## config.mk

```make
export PLATFORM = sky130hd
export DESIGN_NAME = ram_table_loader
export DESIGN_NICKNAME = d
export VERILOG_FILES = /design/src/rtl/ram_table_loader.sv
export SDC_FILE = /design/constraint.sdc
export NUM_CORES = 1
export LEC_CHECK = 0
export CAP_MARGIN = 30
export CORE_MARGIN = 2
export CORE_UTILIZATION = 63
export CTS_CLUSTER_DIAMETER = 80
export DETAILED_ROUTE_END_ITERATION = 7
export DONT_BUFFER_PORTS = 1
export GPL_TIMING_DRIVEN = 0
export MAX_ROUTING_LAYER = met4
export PLACE_DENSITY = 0.75
export SLEW_MARGIN = 20
export SYNTH_ARGS = -nofsm -noshare
export SYNTH_HDL_FRONTEND = slang
export SYNTH_SLANG_ARGS = --single-unit
```

## constraint.sdc

```tcl
create_clock -name clock -period 4.9 [get_ports clock]
set_input_delay 0.98 -clock clock [delete_from_list [all_inputs] [get_ports clock]]
set_output_delay 0.98 -clock clock [all_outputs]
set_load 0.05 [all_outputs]
```

## src/rtl/ram_table_loader.sv

```systemverilog
// ram_table_loader: clears a hash-table RAM after reset or clear_req, then
// streams (address, data) config beats into its single registered write port.
// Reports busy/done, a committed-write count and a sticky out-of-range error.
module ram_table_loader #(
  parameter int                 DWIDTH      = 16,
  parameter int                 AWIDTH      = 15,
  parameter int                 MEM_SIZE    = 32768,
  parameter logic [DWIDTH-1:0]  CLEAR_VALUE = '0
) (
  input  logic              clock,
  input  logic              reset_n,
  input  logic              clear_req,
  input  logic              in_valid,
  output logic              in_ready,
  input  logic [AWIDTH-1:0] in_addr,
  input  logic [DWIDTH-1:0] in_data,
  input  logic              in_last,
  output logic              wr_en,
  output logic [AWIDTH-1:0] wr_addr,
  output logic [DWIDTH-1:0] wr_data,
  output logic              busy,
  output logic              done,
  output logic [AWIDTH:0]   wr_count,
  output logic              err_oob
);

  // Pointer is one bit wider than the address so MEM_SIZE == 2^AWIDTH
  // can be reached as the terminal value without wrapping.
  localparam logic [AWIDTH:0] L_MEM_SIZE = (AWIDTH+1)'(MEM_SIZE);
  localparam logic [AWIDTH:0] L_ONE      = (AWIDTH+1)'(1);

  typedef enum logic [1:0] {
    S_CLEAR = 2'd0,
    S_LOAD  = 2'd1,
    S_DONE  = 2'd2
  } state_t;

  state_t              r_state;
  state_t              w_state_nxt;
  logic [AWIDTH:0]     r_ptr;
  logic                r_wr_en;
  logic [AWIDTH-1:0]   r_wr_addr;
  logic [DWIDTH-1:0]   r_wr_data;
  logic [AWIDTH:0]     r_wr_count;
  logic                r_err_oob;

  logic                w_accept;
  logic                w_in_range;
  logic                w_sweep_end;

  // clear_req overrides the handshake, so a beat in that cycle is dropped.
  assign w_accept    = in_valid && (r_state == S_LOAD) && !clear_req;
  assign w_in_range  = ({1'b0, in_addr} < L_MEM_SIZE);
  assign w_sweep_end = (r_ptr == L_MEM_SIZE);

  // State register.
  always_ff @(posedge clock) begin
    if (!reset_n) r_state <= S_CLEAR;
    else          r_state <= w_state_nxt;
  end

  // Next-state logic; CLEAR leaves only once the pointer has passed the last entry.
  always_comb begin
    w_state_nxt = r_state;
    if (clear_req) begin
      w_state_nxt = S_CLEAR;
    end else begin
      case (r_state)
        S_CLEAR: if (w_sweep_end)          w_state_nxt = S_LOAD;
        S_LOAD:  if (w_accept && in_last)  w_state_nxt = S_DONE;
        S_DONE:                            w_state_nxt = S_DONE;
        default:                           w_state_nxt = S_CLEAR;
      endcase
    end
  end

  // Write port, sweep pointer, count and error flag.
  always_ff @(posedge clock) begin
    if (!reset_n) begin
      r_ptr      <= '0;
      r_wr_en    <= 1'b0;
      r_wr_addr  <= '0;
      r_wr_data  <= '0;
      r_wr_count <= '0;
      r_err_oob  <= 1'b0;
    end else if (clear_req) begin
      r_ptr      <= '0;
      r_wr_en    <= 1'b0;
      r_wr_count <= '0;
      r_err_oob  <= 1'b0;
    end else begin
      r_wr_en <= 1'b0;
      case (r_state)
        S_CLEAR: begin
          if (!w_sweep_end) begin
            r_wr_en   <= 1'b1;
            r_wr_addr <= r_ptr[AWIDTH-1:0];
            r_wr_data <= CLEAR_VALUE;
            r_ptr     <= r_ptr + L_ONE;
          end
        end
        S_LOAD: begin
          if (w_accept) begin
            if (w_in_range) begin
              r_wr_en   <= 1'b1;
              r_wr_addr <= in_addr;
              r_wr_data <= in_data;
              if (r_wr_count != '1) r_wr_count <= r_wr_count + L_ONE;
            end else begin
              r_err_oob <= 1'b1;
            end
          end
        end
        default: ;
      endcase
    end
  end

  assign in_ready = (r_state == S_LOAD);
  assign busy     = (r_state == S_CLEAR);
  assign done     = (r_state == S_DONE);
  assign wr_en    = r_wr_en;
  assign wr_addr  = r_wr_addr;
  assign wr_data  = r_wr_data;
  assign wr_count = r_wr_count;
  assign err_oob  = r_err_oob;

endmodule

```

Yosys cells after proc, flatten, opt, wreduce, memory -nomap -nowiden
Index checks and enable logic that the tools add are counted.
{"block": "totals", "mem_bits_ro": 0, "regBits": 66, "memories": 0, "elab_cells": 42, "ram_bits": 0, "latch_bits": 0, "in_bits": 36, "out_inout_bits": 52}
{"block": "classes", "reduce_logical": 11, "eq_ne": 8, "order_cmp": 0, "n_bitwise": 3, "add_sub_neg": 2, "div_mod_pow": 0, "shifts": 0, "multipliers": 0, "n_mux": 12}
{"op": "16-bit by 1-bit adder with 16-bit output (second input constant)", "count": 2}
{"op": "16-bit two-way mux", "count": 2}
{"op": "16-bit one-hot mux with 2 select lines", "count": 1}
{"op": "15-bit two-way mux", "count": 2}
{"op": "15-bit one-hot mux with 2 select lines", "count": 1}
{"op": "16-bit equality test (second input constant)", "count": 1}
{"op": "16-bit inequality test (second input constant)", "count": 1}
{"op": "2-bit by 1-bit inequality test with 1-bit output (second input constant)", "count": 3}
{"op": "2-bit one-hot mux with 3 select lines", "count": 1}
{"op": "2-bit two-way mux", "count": 2}
{"op": "2-bit AND reduction", "count": 2}
{"op": "4-bit AND reduction", "count": 1}
{"op": "1-bit logical AND", "count": 3}
{"op": "1-bit inverter", "count": 3}
{"op": "3-bit AND reduction", "count": 1}
{"op": "2-bit by 1-bit equality test with 1-bit output (second input constant)", "count": 1}
{"op": "2-bit equality test (second input constant)", "count": 1}
{"op": "2-bit zero test", "count": 1}
{"op": "1-bit two-way mux", "count": 2}
{"op": "2-bit inequality test (second input constant)", "count": 1}
{"op": "1-bit one-hot mux with 2 select lines", "count": 1}
{"op": "2-bit nonzero test", "count": 1}
{"op": "2-bit OR reduction", "count": 1}
{"op": "1-bit zero test", "count": 1}

Depth between registers and ports, before layout
{"block": "logic_depth", "word_depth": 6, "ltp_mapped": 9, "mapped_depth_nobuf": 6}

Least setup slack after synthesis
No wires, ideal clock.
{"block": "synth_timing", "path_kind": "input to register", "startpoint": "in clear_req", "endpoint": "reg r_wr_count[15] (netlist: wr_count[15])", "setup_time_ps": 70, "path_buffers": 1, "t_arrival_ps": 2435, "path_slack_ps": 2394, "required_time_ps": 4830, "path_stages": 5, "cell_sequence": "nand3b_1 > or4_1 > buf_2 > or4_1 > a21oi_1"}
{"block": "synth_between", "elab_chain_len": 3, "elab_cells_between_ends": 4, "cone_classes": "reduce/logical (4)"}
{"element": "start: declaration", "line": "12", "text": "input logic clear_req,"}
{"element": "1-bit zero test", "line": "52", "text": "assign w_accept = in_valid && (r_state == S_LOAD) && !clear_req;"}
{"element": "1-bit logical AND", "line": "52"}
{"element": "3-bit AND reduction (no line)"}
{"element": "end signal: assignment", "line": "108", "text": "if (r_wr_count != '1) r_wr_count <= r_wr_count + L_ONE;"}
{"element": "end: declaration", "line": "44", "text": "logic [AWIDTH:0] r_wr_count;"}
Several ways; a longest one is shown, not always the timed one.
A chain may end at the register's enable or synchronous reset.

Worst setup path in the final report
{"block": "layout_timing", "startpoint": "reg r_state[1]", "endpoint": "reg r_wr_count[15] (netlist: wr_count[15])"}
{"block": "layout_between", "elab_chain_len": 4}
{"element": "start: declaration", "line": "38", "text": "state_t r_state;"}
{"element": "start signal: assignment", "line": "59", "text": "else r_state <= w_state_nxt;"}
{"element": "2-bit by 1-bit equality test with 1-bit output (*)"}
{"element": "named net in_ready", "line": "14", "text": "output logic in_ready,"}
{"element": "1-bit logical AND (2 in a row)", "line": "52"}
{"element": "3-bit AND reduction (no line) (*)"}
The timed path passes the listed nets; every way through them passes the cells marked *.

==> impl_results.md <==
- Final setup viols: 0
- Total CTS buffers: 9
- Count leader, synth: nand2_1
- DRC Markers: 0
- Ordered list of cells on the worst path: inv_1 > ha_1 > nand3b_1 > or4_1 > buf_2 > or4_1 > a21oi_1
- Max-Cap Viols: 0
- Worst hold path type: reg2reg
- Final WS setup: around 2.2 ns
- PD cells: between 300 and 400 mW/mm^2
- Worst r2r path cells: 7
- Seq/Total Area, Yosys: between 40% and 50%
- CTS max path bufs: 2
- CP most frequent cell: or4_1
- Initial Util: between 60% and 70%
- # rows: 26
- Routed wire length: 7.532 mm
- Initial DRC Count: 132
- Ys flop type: dfxtp_1
- WP data required: between 5 and 6 ns
- Status: finished clean
- Slew Limit Fails: 0
- Length of routed met2 wiring: 3.561 mm
- Synthesized area per cell: just under 9 um^2
- Min Tclk post-route: between 2 and 3 ns
- Reg-to-Reg Start: r_state[1]
- Worst Hold End: r_ptr[15]
- M1 wire length: 3.415 mm
- Relative slew margins: roughly 52%
- Detailed-route wire length per cell: 16.13 um
- Smallest hold slack: a little under 0.5 ns
- Post-CTS sizing: 0
- Crit path capture type: flip-flop
- Synth async-reset ratio: 0%
- PortBufs: 0
- Hold-critical path depth: 2
- Core box area: between 0.005 and 0.006 mm^2
- Top post-synthesis cells by area: dfxtp_1 (40%), mux2i_1 (10%), nand2_1 (7.8%)
- Slew @ Worst Pin: 0.7191 ns
- Die H: around 76 um
- Antenna violations before repair: 0
- Buf/Inv on CP: 2
- Largest fanout on the critical path: 8
- Synthesis-to-layout area growth: 10.16%
- P_leak: roughly 1.3 nW
- Latest clock arrival within the worst-skew pair: around 0.35 ns
- Tcrit/Tclk final: between 50 and 60%
- Total GRT Usage: 27.32%
- Slowest stage cell, crit path: ha_1
- CTS tree: yes
- DR top layer: met4
- Startpoint type of the worst setup path: flip-flop
- # diodes: 0
- Worst EP arrival: between 3 and 4 ns
- FF+latch count, synth: 66
- WL met3: roughly 470 um
- Cts-stage hold buffer count: 0
- RePlAce Congestion: 0.8607
- Die width: about 76 um
- Die area: approximately 0.0058 mm^2
- Final core occ: 71.35%
- Post-synth top area share: 40.20%
- Vias post-DR: about 2800
- Root Buffer: clkbuf_8
- Top cells by count, synth: nand2_1 (68), dfxtp_1 (66), mux2i_1 (34), nand3_1 (29), clkbuf_1 (19)
- CP Class: reg2reg
- Vias in the first global route: about 2700
- H-tree depth: 3
- GRT overflow: 0
- Number of distinct library cells after synthesis: 49
- Clock sinks: between 60 and 70
- Synthesized cell area: between 0.003 and 0.004 mm^2
- Clock Pin Slew Worst Setup and Hold Paths: 0.07 ns
- Final hold vios: 0
- Post-synth top area cell: dfxtp_1
- Hold_sp: r_ptr[15]
- Setup_tns: 0 ns
- Pin count of the biggest net entering global routing: 13
- Count of nets after finishing: between 400 and 500
- R2r setup slk: approximately 2.2 ns
- First-pass GRT wire length: 12.61 mm
- Share of cells above drive strength 1: 9.824%
- RSZ-0062 raised after global routing: no
- Post CTS Setup Buffer Count: 0
- Post-Syn Instances: 380
- Syn nets: 422
- Drt pass-1 iters: 4
- Worst flop-to-flop path endpoint: wr_count[15]
- Max Clock Freq: roughly 360 MHz
- Number of flops mapped to enable cells by yosys: 0
- Final ANT Viol Nets: 0
- Critical Path Max Stage Delay: roughly 0.62 ns
- HPWL Detailed: 5.398 mm
- Skew final: between 0.01 and 0.015 ns
- Top Ports: a little under 90
- Cell family with most CP delay: simple AND/OR/NAND/NOR gates
- Via density: a little under 6
- Setup WS pre-CTS: between 2 and 2.5 ns
- Yosys warns: 0
- Worst VDD drop: about 0.16 mV
## stage by stage
stage                     cells  area, um^2  total power [mW]
after detailed placement    451        3379            0.5961
final                       467        3621             1.139
after floorplan             380        3287            0.5875
after global placement      450        3374            0.5960
after CTS                   467        3621             1.142
after global routing        467        3621             1.170
## how the worst max path moves through the flow
stage | startpoint | endpoint | slack [ns] | cells after the start
after global routing | r_state[1] | r_state[0] | 1.90 | 7
after CTS | r_state[1] | wr_count[15] | 2.17 | 7
after global placement | reset_n | wr_count[6] | 2.12 | 6
final | r_state[1] | wr_count[15] | 2.15 | 7
after detailed placement | reset_n | wr_count[6] | 2.11 | 6
after floorplan | clear_req | wr_count[15] | 2.39 | 5
## power by group
group | switching (mW) | internal, mW
Clock | 0.217 | 0.338
Sequential | 0.00472 | 0.538
Combinational | 0.0270 | 0.0142
## registers in the layout, summed over array words and instances, names as in the netlist
signal	cells
wr_addr	15
wr_data	16
wr_count	16
wr_en	1
r_state	2
r_ptr	16
## tightest hold or removal path: cells and delay by family (launching register included)
| family | cells | cell delay, ns |
|---|---|---|
| AOI/OAI and AO/OA | 2 | 0.11 |
| DFF | 1 | 0.33 |
## logic make-up (layout without fill, tap and decap cells)
logic type | count (synthesis) | count (layout) | share of synthesized area (%)
AO/OA/AOI/OAI | 52 | 52 | 10.24
XOR/XNOR | 9 | 9 | 2.398
adder cells (fa/ha/maj) | 6 | 6 | 2.284
buffers and inverters | 34 | 51 | 4.759
flip-flops | 66 | 66 | 40.20
multiplexers | 46 | 46 | 14.47
other | 1 | 1 | 0.1141
AND/OR/NAND/NOR | 166 | 166 | 25.54
## layout by cell type (no fill, tap or decap), types with 11 or more instances in the layout
cell type	instances
clkbuf_1	19
nand2_1	68
a21oi_1	13
o21ai_0	13
nand3_1	29
nor2_1	14
mux2i_1	34
mux2_2	12
nand4_1	11
dfxtp_1	66
## per-layer routing
layer	up-vias	global-route usage, %
li1	1393	-
met2	87	44.25
met4	0	9.455
met5	-	-
met1	1292	33.11
met3	9	7.227
## area by class of cell
cell class | count | area (um^2)
flip-flops and latches | 66 | 1321
clock inverters | 7 | 117.6
multi-input cells | 280 | 1809
plain buffers | 27 | 130.1
repair buffers | 1 | 5.005
clock buffers | 9 | 123.9
inverters | 7 | 26.28
well taps | 70 | 87.58
fillers | 426 | 1454
(Power assumes the default switching activity.)
